==> src/rtl/svc_soc_io_regbank_pkg.sv <==
// Shared definitions for the SoC I/O register bank: memory-type selectors,
// register byte offsets and the UART transmitter state encoding.
package svc_soc_io_regbank_pkg;

  localparam int MEM_TYPE_BRAM = 0;
  localparam int MEM_TYPE_SRAM = 1;

  localparam logic [7:0] IO_LED   = 8'h00;
  localparam logic [7:0] IO_GPIO  = 8'h04;
  localparam logic [7:0] IO_UTX   = 8'h08;
  localparam logic [7:0] IO_USTAT = 8'h0C;

  typedef enum logic [1:0] {
    UART_IDLE  = 2'd0,
    UART_START = 2'd1,
    UART_DATA  = 2'd2,
    UART_STOP  = 2'd3
  } uart_state_e;

  // Word index used by the decoder; bits [1:0] and above [7] are ignored.
  function automatic logic [5:0] reg_idx(input logic [7:0] off);
    return off[7:2];
  endfunction

endpackage

==> src/rtl/svc_soc_uart_tx_8n1.sv <==
// 8N1 UART transmitter, LSB first; serial line is registered (one-cycle start latency).
// No backpressure: valid is accepted only when idle or in the final stop-bit cycle, otherwise dropped.
// busy stays high from the cycle after acceptance until the stop bit has fully elapsed.
module svc_soc_uart_tx_8n1
  import svc_soc_io_regbank_pkg::*;
#(
  parameter int CLKS_PER_BIT = 868
) (
  input  logic       clk,
  input  logic       rst,
  input  logic       valid,
  input  logic [7:0] data,
  output logic       busy,
  output logic       tx
);

  localparam int CW = (CLKS_PER_BIT > 1) ? $clog2(CLKS_PER_BIT) : 1;
  localparam logic [CW-1:0] CNT_MAX = CW'(CLKS_PER_BIT - 1);

  uart_state_e   state_q, state_d;
  logic [CW-1:0] cnt_q, cnt_d;
  logic [2:0]    idx_q, idx_d;
  logic [7:0]    shreg_q, shreg_d;
  logic          tx_q, tx_d;
  logic          wrap;
  logic          accept;

  assign wrap   = (cnt_q == CNT_MAX);
  // Back-to-back frames: a request landing on the last stop-bit cycle is taken.
  assign accept = valid && ((state_q == UART_IDLE) || (state_q == UART_STOP && wrap));

  always_comb begin
    state_d = state_q;
    cnt_d   = wrap ? '0 : cnt_q + 1'b1;
    idx_d   = idx_q;
    shreg_d = shreg_q;

    case (state_q)
      UART_IDLE: begin
        cnt_d = '0;
      end
      UART_START: begin
        if (wrap) begin
          state_d = UART_DATA;
          idx_d   = 3'd0;
        end
      end
      UART_DATA: begin
        if (wrap) begin
          if (idx_q == 3'd7) begin
            state_d = UART_STOP;
          end else begin
            idx_d = idx_q + 3'd1;
          end
        end
      end
      UART_STOP: begin
        if (wrap) begin
          state_d = UART_IDLE;
        end
      end
      default: begin
        state_d = UART_IDLE;
        cnt_d   = '0;
      end
    endcase

    if (accept) begin
      state_d = UART_START;
      cnt_d   = '0;
      idx_d   = 3'd0;
      shreg_d = data;
    end

    case (state_d)
      UART_START: tx_d = 1'b0;
      UART_DATA:  tx_d = shreg_d[idx_d];
      default:    tx_d = 1'b1;
    endcase
  end

  always_ff @(posedge clk) begin
    if (rst) begin
      state_q <= UART_IDLE;
      cnt_q   <= '0;
      idx_q   <= 3'd0;
      shreg_q <= 8'd0;
      tx_q    <= 1'b1;
    end else begin
      state_q <= state_d;
      cnt_q   <= cnt_d;
      idx_q   <= idx_d;
      shreg_q <= shreg_d;
      tx_q    <= tx_d;
    end
  end

  assign busy = (state_q != UART_IDLE);
  assign tx   = tx_q;

endmodule

==> src/rtl/svc_soc_io_regbank.sv <==
// CPU I/O register bank: LED, GPIO, UART TX data and status behind a word-decoded bus.
// Writes land on the enabling edge; reads are combinational (SRAM) or one-cycle registered (BRAM).
// No backpressure: every transfer completes; UART writes while busy are silently dropped.
module svc_soc_io_regbank
  import svc_soc_io_regbank_pkg::*;
#(
  parameter int CLOCK_FREQ = 100_000_000,
  parameter int BAUD_RATE  = 115_200,
  parameter int MEM_TYPE   = 1
) (
  input  logic        clk,
  input  logic        rst,
  input  logic        io_wen,
  input  logic [31:0] io_waddr,
  input  logic [31:0] io_wdata,
  input  logic [3:0]  io_wstrb,
  input  logic        io_ren,
  input  logic [31:0] io_raddr,
  output logic [31:0] io_rdata,
  output logic        led,
  output logic [7:0]  gpio,
  output logic        uart_tx
);

  localparam int CLKS_PER_BIT = CLOCK_FREQ / BAUD_RATE;

  localparam logic [5:0] LED_IDX   = reg_idx(IO_LED);
  localparam logic [5:0] GPIO_IDX  = reg_idx(IO_GPIO);
  localparam logic [5:0] UTX_IDX   = reg_idx(IO_UTX);
  localparam logic [5:0] USTAT_IDX = reg_idx(IO_USTAT);

  logic        led_q, led_d;
  logic [7:0]  gpio_q, gpio_d;
  logic        wr_lane0;
  logic [5:0]  widx;
  logic [5:0]  ridx;
  logic        utx_vld;
  logic        tx_busy;
  logic [31:0] rd_mux;
  logic        unused_bits;

  assign wr_lane0 = io_wen && io_wstrb[0];
  assign widx     = io_waddr[7:2];
  assign ridx     = io_raddr[7:2];
  assign utx_vld  = wr_lane0 && (widx == UTX_IDX);

  always_comb begin
    led_d  = led_q;
    gpio_d = gpio_q;
    if (wr_lane0 && (widx == LED_IDX)) begin
      led_d = io_wdata[0];
    end
    if (wr_lane0 && (widx == GPIO_IDX)) begin
      gpio_d = io_wdata[7:0];
    end
  end

  always_ff @(posedge clk) begin
    if (rst) begin
      led_q  <= 1'b0;
      gpio_q <= 8'd0;
    end else begin
      led_q  <= led_d;
      gpio_q <= gpio_d;
    end
  end

  // Reads see pre-write state because they use the flop outputs, not the _d values.
  always_comb begin
    rd_mux = 32'd0;
    case (ridx)
      LED_IDX:   rd_mux = {31'd0, led_q};
      GPIO_IDX:  rd_mux = {24'd0, gpio_q};
      USTAT_IDX: rd_mux = {31'd0, tx_busy};
      default:   rd_mux = 32'd0;
    endcase
  end

  generate
    if (MEM_TYPE == MEM_TYPE_SRAM) begin : g_sram_rd
      assign io_rdata = rd_mux;
    end else begin : g_bram_rd
      logic [31:0] rdata_q, rdata_d;

      always_comb begin
        rdata_d = rdata_q;
        if (io_ren) begin
          rdata_d = rd_mux;
        end
      end

      always_ff @(posedge clk) begin
        if (rst) begin
          rdata_q <= 32'd0;
        end else begin
          rdata_q <= rdata_d;
        end
      end

      assign io_rdata = rdata_q;
    end
  endgenerate

  svc_soc_uart_tx_8n1 #(
    .CLKS_PER_BIT(CLKS_PER_BIT)
  ) u_uart_tx (
    .clk  (clk),
    .rst  (rst),
    .valid(utx_vld),
    .data (io_wdata[7:0]),
    .busy (tx_busy),
    .tx   (uart_tx)
  );

  assign led  = led_q;
  assign gpio = gpio_q;

  assign unused_bits = ^{io_waddr[31:8], io_waddr[1:0], io_wdata[31:8],
                         io_wstrb[3:1], io_raddr[31:8], io_raddr[1:0], io_ren};

endmodule

==> config.mk <==
export PLATFORM = sky130hd
export DESIGN_NAME = svc_soc_io_regbank
export DESIGN_NICKNAME = d
export VERILOG_FILES = /design/src/rtl/svc_soc_io_regbank_pkg.sv /design/src/rtl/svc_soc_uart_tx_8n1.sv /design/src/rtl/svc_soc_io_regbank.sv
export SDC_FILE = /design/constraint.sdc
export NUM_CORES = 1
export LEC_CHECK = 0
export BUFFER_PORTS_ARGS = -buffer_cell sky130_fd_sc_hd__buf_2
export CAP_MARGIN = 10
export CELL_PAD_IN_SITES_DETAIL_PLACEMENT = 1
export CELL_PAD_IN_SITES_GLOBAL_PLACEMENT = 1
export CORE_MARGIN = 2
export CORE_UTILIZATION = 28
export CTS_BUF_LIST = sky130_fd_sc_hd__clkbuf_8
export DETAILED_ROUTE_END_ITERATION = 8
export HOLD_SLACK_MARGIN = 0.02
export MAX_ROUTING_LAYER = met4
export PLACE_DENSITY = 0.95
export SLEW_MARGIN = 5
export SYNTH_ARGS = -nofsm -noshare
export SYNTH_HDL_FRONTEND = slang
export SYNTH_SLANG_ARGS = --single-unit
export TNS_END_PERCENT = 1
==> constraint.sdc <==
create_clock -name clk -period 2.7 [get_ports clk]
set_input_delay 0.27 -clock clk [delete_from_list [all_inputs] [get_ports clk]]
set_output_delay 0.27 -clock clk [all_outputs]
set_load 0.02 [all_outputs]
# Word level (Yosys, flattened, before mapping)

Index checks and enable logic that the tools add are counted.

Register bits after elaboration: 33
Input bits: 104

Multiplexer cells: 16
Add/sub/neg operators: 2
Magnitude comparators: 1
Equality and inequality tests: 11
Reductions and logical operators: 12

Operators with widths:

| kind                                                        | count |
|---|---|
| one-hot mux 8 bit (3 select lines)                          | 1 |
| equality test 6 x 1 -> 1 bit (second input constant)        | 2 |
| equality test 6 x 2 -> 1 bit (second input constant)        | 2 |
| logical NOT 6 bit                                           | 2 |
| 2-to-1 mux 3 bit                                            | 4 |
| adder 10 x 1 -> 10 bit (second input constant)              | 1 |
| equality test 10 bit (second input constant)                | 1 |
| 2-to-1 mux 2 bit                                            | 5 |
| 2-to-1 mux 8 bit                                            | 1 |
| equality test 2 bit (second input constant)                 | 3 |
| logical AND 1 bit                                           | 6 |
| one-hot mux 2 bit (3 select lines)                          | 1 |
| one-hot mux 3 bit (2 select lines)                          | 1 |
| equality test 2 x 1 -> 1 bit (second input constant)        | 2 |
| less-than comparator 3 x 4 -> 1 bit (second input constant) | 1 |
| OR reduction 4 bit                                          | 1 |
| adder 3 x 1 -> 3 bit (second input constant)                | 1 |
| binary-select mux 1 bit (select 3 bit)                      | 1 |
| equality test 3 bit (second input constant)                 | 1 |
| logical NOT 2 bit                                           | 1 |
| one-hot mux 1 bit (2 select lines)                          | 1 |
| nonzero test 2 bit                                          | 1 |
| logical OR 1 bit                                            | 1 |
| 2-to-1 mux 1 bit                                            | 1 |

# Logic depth before layout (Yosys ltp)

Gate-level depths: netlist (run 1).

Depth after elaboration: 8
Mapped depth: 9
Mapped depth without buffers: 9

# Hierarchy

Synthesis (run 1) repeated with hierarchy kept, for this count alone.

Cell total of the unflattened synthesis: 237
Area, all modules: 1948.1 um^2

By module, submodules not included:

| module              | area each (um^2) | cells an instance | times used |
|---|---|---|---|
| svc_soc_uart_tx_8n1 | 1262.5           | 150               | 1 |
| svc_soc_io_regbank  | 685.7            | 87                | 1 |

# Worst setup path before layout (run 1)

OpenSTA, ideal clock, no wires.

Path type: register to register
From: reg u_uart_tx.cnt_q[0]
To: reg u_uart_tx.tx_q (netlist: u_uart_tx.tx)
Stages on the path, launching flop included: 9
Data arrival time: 2.226 ns
Setup slack: 0.383 ns
Cells stage by stage: dfxtp_1 -> ha_1 -> nor3b_4 -> nand4_2 -> a22o_1 -> a211o_1 -> and3_1 -> a311o_1 -> a311oi_1

Longest elaborated chain between the ends: 8
Elaborated cells on any way between the ends: 19

RTL lines:

| element                                                  | RTL line                  | text |
|---|---|---|
| start, declared                                          | svc_soc_uart_tx_8n1.sv:21 | `logic [CW-1:0] cnt_q, cnt_d;` |
| start signal, assigned                                   | svc_soc_uart_tx_8n1.sv:91 | `cnt_q <= cnt_d;` |
| equality test 10 bit *                                   | svc_soc_uart_tx_8n1.sv:28 | `assign wrap = (cnt_q == CNT_MAX);` |
| branches (longest 6 deep; another with 2-to-1 mux 3 bit) | --                        |  |
| one-hot mux 1 bit (2 select lines) *                     | svc_soc_uart_tx_8n1.sv:75 | `case (state_d)` |
| end signal, assigned                                     | svc_soc_uart_tx_8n1.sv:94 | `tx_q <= tx_d;` |
| end, declared                                            | svc_soc_uart_tx_8n1.sv:24 | `logic tx_q, tx_d;` |

Mark *: on every way between the ends. The select of a mux whose other input is x is not followed.
A chain may end at the register's enable or synchronous reset.

# Worst setup path in the final report (run 1)

Same ends and word-level chain as after synthesis.

==> results.md, run 1 <==
- Post-synth EDFFs: 0
- Initial antenna violation count: 0
- Sequential fraction of the synthesis area: roughly 34%
- Layout cells sized above 1: 22.70%
- CP Max Fanout: 7
- Max Clock Skew: slightly below 0.008 ns
- Clock Tree Buf Depth: 2
- Cts hold-fix bufs: 0
- Synth Warn #: 0
- Clk sinks: 33
- Fin. max-slew vios: 0
- Leading area contributor after synthesis: dfxtp_1
- CP Capture Type: flip-flop
- Met1 GRT Util: roughly 15%
- Final Power: 0.001135 W
- Routed wire length per instance: about 14 µm
- Synth unique cells: 45
- # diodes: 0
- VDD IR max: roughly 0.29 mV
- Num CTS Buffers: 5
- MaxCap Viol Count: 0
- DRC viols: 0
- Post-DP HPWL: roughly 3700 µm
- Startpoint types: flip-flop
- Gpl congestion: roughly 0.78
- Dpl ws: approximately 0.11 ns
- Starting Density: between 20 and 30%
- Most frequent cells in the layout: buf_2 (41), nor2_1 (35), dfxtp_1 (33), nand2_1 (29), conb_1 (24)
- Commonest non-fill, non-tap cell in the layout: buf_2
- Reg2Reg Setup Slack: around 0.15 ns
- Setup Viol. Count Final: 0
- Vias: between 1,500 and 2,000
- Status: finished, final reports clean
- Post-synth top area share: between 30% and 40%
- Reg clk slew, reported paths: roughly 0.08 ns
- Worst Hold Class: in -> reg
- Tcrit/Tclk final: a little over nine tenths
- P_leak: 1.044 nW
- Critical Path AT: roughly 2.8 ns
- Hold_ws: 0.2263 ns
- Top cells by area, synth: dfxtp_1 (34%), buf_4 (9.3%), nor2_1 (6.8%)
- Fill cells: 813
- First-pass GRT wire length: ~8100 µm
- GR Layer Usage met2: 24.64%
- Iter 0 DRT Violations: roughly 70
- Area grow syn2layout: 19.65%
- Die height: just under 90 µm
- Gr ovfl total: 0
- Final ANT Viol Nets: 0
- Sequential cell area: ~660 µm²
- Synth Flop Type: dfxtp_1
- CP Class: reg -> reg
- Die area: about 7600 µm²
- Final Core Density: 34.36%
- Vias in the first global route: 1,829
- Post-Syn Area: a little under 2000 µm²
- Vias/cell: ~4.8
- Latest clock arrival within the worst-skew pair: just under 0.3 ns
- Die Span X: 87.01 µm
- Drt first pass iters: 4
- Post-Layout Cell Count: 362
- Worst EP required: slightly below 3 ns
- Clock Tree Root: clkbuf_8
- Yosys reg bits: 33
- Largest net degree at the start of global routing: 23
- Core ar.: 6719 µm²
- H-tree lvl count: 2
- Hold Fails Final Rpt: 0
- Layer with the highest usage: met2
- Max Fclk: ~0.39 GHz
- TritonCTS clock tree: done
- Worst Tran Pin Value: 0.4933 ns
- Fraction of registers with async set/reset: 0%
- Placed cells: 353
- Total GRT Usage: between 10 and 15%
- Synthesized area per cell: around 8.2 µm²
- Row cnt: 30
- Fin crit period: around 2.6 ns
- Min setup slack post-route: between 0.1 and 0.15 ns
- Area of the multi-input gates: roughly 1200 µm²
- Buffers on Ports: 41
- NumNets Final: a little under 400
- GR met3 Demand/Resource: under 10%
- Power per cell area: 491.7 nW/µm²
- Syn Inst Count: roughly 240
- Total I/O pin count: approximately 150
- Routed WL: 4910 µm
- Slew margin rel.: roughly 67%
[sequential cells by signal, indices dropped and copies added, names as in the netlist]
| signal | flops |
|---|---|
| u_uart_tx.cnt_q | 10 |
| led | 1 |
| u_uart_tx.idx_q | 3 |
| u_uart_tx.shreg_q | 8 |
| gpio | 8 |
| u_uart_tx.state_q | 2 |
| u_uart_tx.tx | 1 |
[cells in the mapped netlist, types with 2 or more instances]
cell type / count
a21boi_0: 2
a21oi_1: 11
a31oi_1: 2
a41oi_1: 2
and2_1: 8
and3_1: 3
buf_2: 2
buf_4: 24
clkbuf_1: 2
dfxtp_1: 33
ha_1: 7
inv_1: 5
mux2_2: 2
mux2i_1: 11
nand2_1: 29
nand3_1: 13
nand4_1: 2
nor2_1: 35
nor2b_1: 2
nor3_1: 4
o21ai_0: 5
or4_1: 3
xnor2_1: 3
xor2_1: 5
[stage by stage]
stage,area [µm²],setup TNS [ns]
after floorplan,2016,0
after global placement,2135,0
after detailed placement,2135,0
after CTS,2272,0
after global routing,2308,-0.02427
final,2308,0
[what timing repair did]
action / CTS / global route
resized for setup: 0 / 4
setup buffers: 0 / 1
setup endpoints to repair: 0 / 1
[layer usage]
| layer | part of all wire [%] | up-vias |
|---|---|---|
| met5 | 0 | - |
| met2 | 53 | 38 |
| li1 | - | 849 |
| met1 | 43 | 828 |
| met4 | 0.86 | 0 |
| met3 | 3.3 | 5 |
[cells by family after synthesis]
logic type,count (synthesis),synth area share [%]
flip-flops,33,34.24
AO/OA/AOI/OAI,31,10.57
other,1,0.1944
multiplexers,13,6.874
XOR/XNOR,8,3.632
buffers and inverters,34,11.41
AND/OR/NAND/NOR,109,28.54
adder cells (fa/ha/maj),7,4.539
[critical path, cell delays in order, from the launching register on]
cell      delay [ns]
dfxtp_1         0.37
ha_1            0.22
nor3b_4         0.37
nand3_4         0.15
a22o_1          0.29
a211o_1         0.30
and3_1          0.15
a311o_1         0.33
a311oi_2        0.26
[path summary, 6_finish.rpt]
kind,cells past startpoint,endpoint,startpoint
setup / recovery,8,u_uart_tx.tx,u_uart_tx.cnt_q[0]
hold / removal,3,gpio[4],io_wdata[4]
setup reg to reg,8,u_uart_tx.tx,u_uart_tx.cnt_q[0]
hold reg to reg,2,u_uart_tx.shreg_q[2],u_uart_tx.shreg_q[2]
[where the power goes]
group | switching, W | internal (W) | total (W)
logic | 0.0000483 | 0.0000166 | 0.0000649
clock network | 0.000211 | 0.000372 | 0.000583
registers | 0.000000448 | 0.000487 | 0.000487
total | 0.000260 | 0.000875 | 0.00113
[layout make-up]
type | count | share of cell area, %
inverter | 5 | 0.8130
sequential | 33 | 28.62
clock buffer | 5 | 2.981
tap | 80 | 4.336
clock inverter | 3 | 2.981
timing repair buffer | 44 | 9.864
multi-input combinational | 192 | 50.41
Power figures use the tool's default switching activity.
==> run 2: changes to the inputs <==
--- a/config.mk
+++ b/config.mk
@@ -15,7 +15,7 @@
 export DETAILED_ROUTE_END_ITERATION = 8
 export HOLD_SLACK_MARGIN = 0.02
 export MAX_ROUTING_LAYER = met4
-export PLACE_DENSITY = 0.95
+export PLACE_DENSITY = 0.84
 export SLEW_MARGIN = 5
 export SYNTH_ARGS = -nofsm -noshare
 export SYNTH_HDL_FRONTEND = slang
==> results.md, run 2 (same netlist as run 1, synthesis figures left out) <==
- Status: finished, final reports clean
- Routed wire length per instance: 12.95 µm (-4.5%)
- Gr ovfl total: 0 (unchanged)
- Vias: 1,700 (-1.2%)
- H-tree lvl count: 2 (unchanged)
- Pint: 0.0007052 W (-19%)
- Slew margin rel.: 66.02% (-0.89 points)
- RR Endpoint: u_uart_tx.tx
- Clock share of power: 41.2% (-10 points)
- Fill cells: 844 (+3.8%)
- Worst EP required: 2.90 ns (about the same)
- Iter 0 DRT Violations: 64 (-9.9%)
- Post-CTS setup buffers: 0 (unchanged)
- Routed WL: 4662 µm (-5.1%)
- Sw power: 0.0002341 W (-9.8%)
- Vias in the first global route: 1,716 (-6.2%)
- P_leak: 1.008 nW (-3.5%)
- CP Capture Type: flip-flop
- CP Class: reg -> reg
- Switching Share: 24.92% (+2.0 points)
- Die area: 7571 µm² (unchanged)
- Worst Tran Pin Value: 0.5081 ns (+0.01481 ns)
- Clock Tree Root: clkbuf_8
- Gpl congestion: 0.7940 (+1.2%)
- Biggest register: u_uart_tx.cnt_q
- Buffers on Ports: 41 (unchanged)
- Clock Tree Buf Depth: 2 (unchanged)
- Sequential cell area: 660.6 µm² (unchanged)
- Clk sinks: 33 (unchanged)
- Post-Layout Cell Count: 360 (-0.55%)
- Crit-path cells: ha_2 > nor3b_4 > nand4_4 > a22o_1 > a211o_1 > and3_1 > a311o_1 > a311oi_1
- First-pass GRT wire length: 7762 µm (-4.0%)
- Final Power: 0.0009393 W (-17%)
- Vias/cell: 4.722 (-0.61%)
- Total GRT Usage: 13.16% (-0.57 points)
- Setup Viol. Count Final: 0 (unchanged)
- RSZ-0062 raised after global routing: false
- Combinational Power Share: 6.9% (+1.2 points)
- Startpoint types: flip-flop
- Latest clock arrival within the worst-skew pair: 0.29 ns (about the same)
- Final ANT Viol Nets: 0 (unchanged)
- Fin. max-slew vios: 0 (unchanged)
- # diodes: 0 (unchanged)
- Critical Path AT: 2.77 ns (about the same)
- Commonest non-fill, non-tap cell in the layout: buf_2
- NumNets Final: 391 (-0.26%)
- Max Fclk: 0.3888 GHz (-0.81%)
- Tcrit/Tclk final: 95.27% (+0.77 points)
- Most frequent cells in the layout: buf_2 (41), nor2_1 (35), dfxtp_1 (33), nand2_1 (29), conb_1 (24)
- Die Span X: 87.01 µm (unchanged)
- Delay of the slowest critical-path stage: 0.39 ns (+0.02 ns)
- TritonCTS clock tree: done
- Row cnt: 30 (unchanged)
- WHS Endpoint: u_uart_tx.shreg_q[2]
- MaxCap Viol Count: 0 (unchanged)
- Setup TNS: 0 ns (unchanged)
- Area of the multi-input gates: 1146 µm² (-1.5%)
- Core ar.: 6719 µm² (unchanged)
- WHS Path Cells: 3 (unchanged)
- Reg2Reg Setup Slack: 0.13 ns (-0.02 ns)
- Largest net degree at the start of global routing: 23 (unchanged)
- Number of flip-flops under the largest register name: 10 (unchanged)
- Total I/O pin count: 146 (unchanged)
- CP max stage cell: nor3b_4
- Sequential power share: 51.9% (+9.0 points)
- Die height: 87.01 µm (unchanged)
- Placed cells: 353 (unchanged)
- Final Core Density: 33.28% (-1.1 points)
- Hold Fails Final Rpt: 0 (unchanged)
- Drt first pass iters: 4 (unchanged)
- Power per cell area: 420.1 nW/µm² (-15%)
- Max Clock Skew: 0.01126 ns (+0.003440 ns)
- Post-DP HPWL: 3719 µm (-0.41%)
- CP Max Fanout: 6 (-1)
- DRC viols: 0 (unchanged)
- Worst Hold Class: in -> reg
- Worst R2R Start: u_uart_tx.cnt_q[0]
- Fin crit period: 2.572 ns (+0.02084 ns)
- Area grow syn2layout: 15.89%
- Initial antenna violation count: 0 (unchanged)
- VDD IR max: 0.1642 mV (-43%)
- Starting Density: 28.72% (unchanged)
- Reg clk slew, reported paths: 0.07 ns (about the same)
- Layout cells sized above 1: 21.43% (-1.3 points)
- Reg2Reg Depth: 8 (unchanged)
- Num CTS Buffers: 5 (unchanged)
- Hold Path Origin: io_wdata[2]
-- run 2: changes by cell type in the layout (fill, tap and decap cells not counted), sizes merged --
| cell | previous run | this run |
|---|---|---|
| bufinv | 2 | 0 |
| buf | 44 | 43 |
| clkbuf | 5 | 6 |
| clkinvlp | 0 | 1 |
| inv | 6 | 5 |
-- run 2: how the worst max path moves through the flow --
stage	slack (ns)	end	start
2_1_floorplan	0.38	u_uart_tx.tx	u_uart_tx.cnt_q[0]
3_3_place_gp	0.13	u_uart_tx.tx	u_uart_tx.cnt_q[0]
3_5_place_dp	0.09	u_uart_tx.tx	u_uart_tx.cnt_q[0]
4_1_cts	0.06	u_uart_tx.tx	u_uart_tx.cnt_q[0]
5_1_grt	0.01	u_uart_tx.tx	u_uart_tx.cnt_q[0]
6_report	0.13	u_uart_tx.tx	u_uart_tx.cnt_q[0]
-- run 2: repair_timing --
| action | CTS | global route |
|---|---|---|
| resized for setup | 0 | 2 |
| endpoints found under the setup margin | 0 | 1 |
| hold buffers | 0 | 0 |
-- run 2: metrics by stage --
step / area (µm²) / hold WS (ns) / setup WS, ns
3_5_place_dp: 2135 / 0.4436 / 0.08761
6_report: 2236 / 0.2292 / 0.1277
2_1_floorplan: 2016 / 0.4105 / 0.3833
4_1_cts: 2225 / 0.2268 / 0.06107
3_3_place_gp: 2135 / 0.4402 / 0.1346
5_1_grt: 2236 / 0.2371 / 0.01337
-- run 2: routing by layer --
layer | wire length, µm | global-route usage [%]
met5 | 0 | -
met4 | 29 | 2.557
met3 | 241 | 3.791
met2 | 2342 | 22.35
met1 | 2048 | 15.54
-- run 2: critical path: cells and delay by family (launching register included) --
family / cells / cell delay, ns
AO/OA/AOI/OAI: 4 / 1.16
AND/OR/NAND/NOR: 3 / 0.74
adder cells (fa/ha/maj): 1 / 0.22
flip-flops: 1 / 0.37
-- run 2: layout make-up --
type / count / area share, %
multi-input combinational: 192 / 51.26
sequential: 33 / 29.55
timing repair buffer: 43 / 9.849
tap: 80 / 4.477
clock buffer: 6 / 3.693
inverter: 5 / 0.8394
clock inverter: 1 / 0.3358
-- run 2: power groups by stage --
stage	clock network [W]	registers, W	logic, W
after floorplan	0	0.000499	0.0000667
after global placement	0	0.000499	0.0000627
after detailed placement	0	0.000499	0.0000642
after CTS	0.000399	0.000487	0.0000643
after global routing	0.000415	0.000487	0.0000713
final	0.000387	0.000488	0.0000644
==> run 3: changes to the inputs <==
==> constraint.sdc (replaced) <==
create_clock -name clk -period 2.9 [get_ports clk]
set_input_delay 0.29 -clock clk [delete_from_list [all_inputs] [get_ports clk]]
set_output_delay 0.29 -clock clk [all_outputs]
set_load 0.02 [all_outputs]
==> results.md, run 3 (same netlist as run 1, synthesis figures left out) <==
- Delay of the slowest critical-path stage: 0.38 ns (about the same)
- CP Capture Type: flip-flop
- Latest clock arrival within the worst-skew pair: 0.29 ns (about the same)
- Final ANT Viol Nets: 0 (unchanged)
- Initial antenna violation count: 0 (unchanged)
- Post-CTS setup buffers: 0 (unchanged)
- Die Span X: 87.01 µm (unchanged)
- Total GRT Usage: 13.16% (unchanged)
- Slew margin rel.: 65.67% (-0.35 points)
- P_leak: 0.9952 nW (-1.2%)
- Clk sinks: 33 (unchanged)
- Critical Path AT: 2.81 ns (+0.04 ns)
- Area grow syn2layout: 15.30%
- VDD IR max: 0.1523 mV (-7.2%)
- Gr ovfl total: 0 (unchanged)
- CP Class: reg -> reg
- CP max stage cell: nor3b_4
- Gpl congestion: 0.7940 (unchanged)
- WHS Endpoint: u_uart_tx.shreg_q[2]
- Die height: 87.01 µm (unchanged)
- Tcrit/Tclk final: 89.87% (-5.4 points)
- MaxCap Viol Count: 0 (unchanged)
- Setup TNS: 0 ns (unchanged)
- CP top delay family: compound AO/OA/AOI/OAI gates
- # diodes: 0 (unchanged)
- Routed WL: 4609 µm (-1.1%)
- Reg2Reg Depth: 8 (unchanged)
- Status: finished, final reports clean
- DRC viols: 0 (unchanged)
- Startpoint types: flip-flop
- Vias in the first global route: 1,716 (unchanged)
- Worst Tran Pin Value: 0.5134 ns (+0.005211 ns)
- Post-DP HPWL: 3719 µm (unchanged)
- Max Fclk: 0.3837 GHz (-1.3%)
- Placed cells: 353 (unchanged)
- Reg clk slew, reported paths: 0.07 ns (about the same)
- H-tree lvl count: 2 (unchanged)
- Clock Tree Root: clkbuf_8
- Total I/O pin count: 146 (unchanged)
- Worst Hold Class: in -> reg
- Max Clock Skew: 0.01095 ns (-0.0003177 ns)
- WHS Path Cells: 3 (unchanged)
- Die area: 7571 µm² (unchanged)
- Worst R2R Start: u_uart_tx.cnt_q[0]
- Fin crit period: 2.606 ns (+0.03381 ns)
- Vias: 1,693 (-0.41%)
- Setup Viol. Count Final: 0 (unchanged)
- Num CTS Buffers: 5 (unchanged)
- Min setup slack post-route: 0.2939 ns (+0.1662 ns)
- Worst setup path start: u_uart_tx.cnt_q[0]
- Drt first pass iters: 4 (unchanged)
- Iter 0 DRT Violations: 68 (+6.3%)
- Starting Density: 28.72% (unchanged)
- Biggest register: u_uart_tx.cnt_q
- Buffers on Ports: 41 (unchanged)
- Buffers & Inverters on Critical Path: 0 (unchanged)
- Reg2Reg Setup Slack: 0.29 ns (+0.17 ns)
- Hold Path Origin: io_wdata[2]
- Routed wire length per instance: 12.80 µm (-1.1%)
- First-pass GRT wire length: 7762 µm (unchanged)
- Worst EP required: 3.10 ns (+0.20 ns)
- Vias/cell: 4.703 (-0.41%)
- Core ar.: 6719 µm² (unchanged)
- TritonCTS clock tree: done
- Layout cells sized above 1: 21.07% (-0.36 points)
- RSZ-0062 raised after global routing: false
- RR Endpoint: u_uart_tx.tx
- Largest net degree at the start of global routing: 23 (unchanged)
- Clock Tree Buf Depth: 2 (unchanged)
- Dpl ws: 0.2876 ns (+0.2000 ns)
- NumNets Final: 391 (unchanged)
- Cts hold-fix bufs: 0 (unchanged)
- Fin. max-slew vios: 0 (unchanged)
- CTS resizes: 0 (unchanged)
- Crit-path cells: ha_1 > nor3b_4 > nand4_2 > a22o_1 > a211o_1 > and3_1 > a311o_1 > a311oi_1
- Row cnt: 30 (unchanged)
- CP Max Fanout: 6 (unchanged)
- Post-Layout Cell Count: 360 (unchanged)
- Number of flip-flops under the largest register name: 10 (unchanged)
- Hold Fails Final Rpt: 0 (unchanged)
- Power per cell area: 391.9 nW/µm² (-6.7%)
- Commonest non-fill, non-tap cell in the layout: buf_2
- Most frequent cells in the layout: buf_2 (41), nor2_1 (35), dfxtp_1 (33), nand2_1 (29), conb_1 (24)
[run 3: area by class of cell]
cell class                 instances  area (µm²)
clock buffer                       6       82.58
clock inverter                     1       7.507
fill                             844        4494
inverter                           5       18.77
multi-input combinational        192        1135
sequential                        33       660.6
tap                               80       100.1
timing repair buffer              43       220.2
[run 3: routing by layer]
layer,track usage [%],vias to the layer above,part of all wire (%)
li1,-,842,-
met1,15.54,804,43
met2,22.35,43,51
met3,3.791,4,5.5
met4,2.557,0,0.63
met5,-,-,0
[run 3: stage by stage]
stage               utilization (%)  hold WS [ns]  area, µm²   power, W
floorplan                         -        0.4263       2016  0.0005269
global placement              31.77        0.4402       2135  0.0005228
detailed placement            31.77        0.4436       2135  0.0005242
CTS                           33.11        0.2468       2225  0.0008855
global route                  33.11        0.2571       2225  0.0009063
finish                        33.11        0.2491       2225  0.0008718
[run 3: power by group]
group | internal [W] | leakage (nW) | total [W] | switching [W]
registers | 0.000454 | 0.266 | 0.000454 | 0.000000396
clock network | 0.000188 | 0.0433 | 0.000358 | 0.000170
logic | 0.0000154 | 0.686 | 0.0000599 | 0.0000445
[run 3: worst max-delay path by stage]
| stage | to | slack (ns) | depth (start not counted) |
|---|---|---|---|
| final | u_uart_tx.tx | 0.29 | 8 |
| after global routing | u_uart_tx.tx | 0.16 | 8 |
| after CTS | u_uart_tx.tx | 0.26 | 8 |
| after detailed placement | u_uart_tx.tx | 0.29 | 8 |
| after global placement | u_uart_tx.tx | 0.33 | 8 |
| after floorplan | u_uart_tx.tx | 0.58 | 8 |
[run 3: worst min-delay path: stages]
cell     delay [ns]
buf_2          0.11
nand2_1        0.05
a21oi_1        0.05
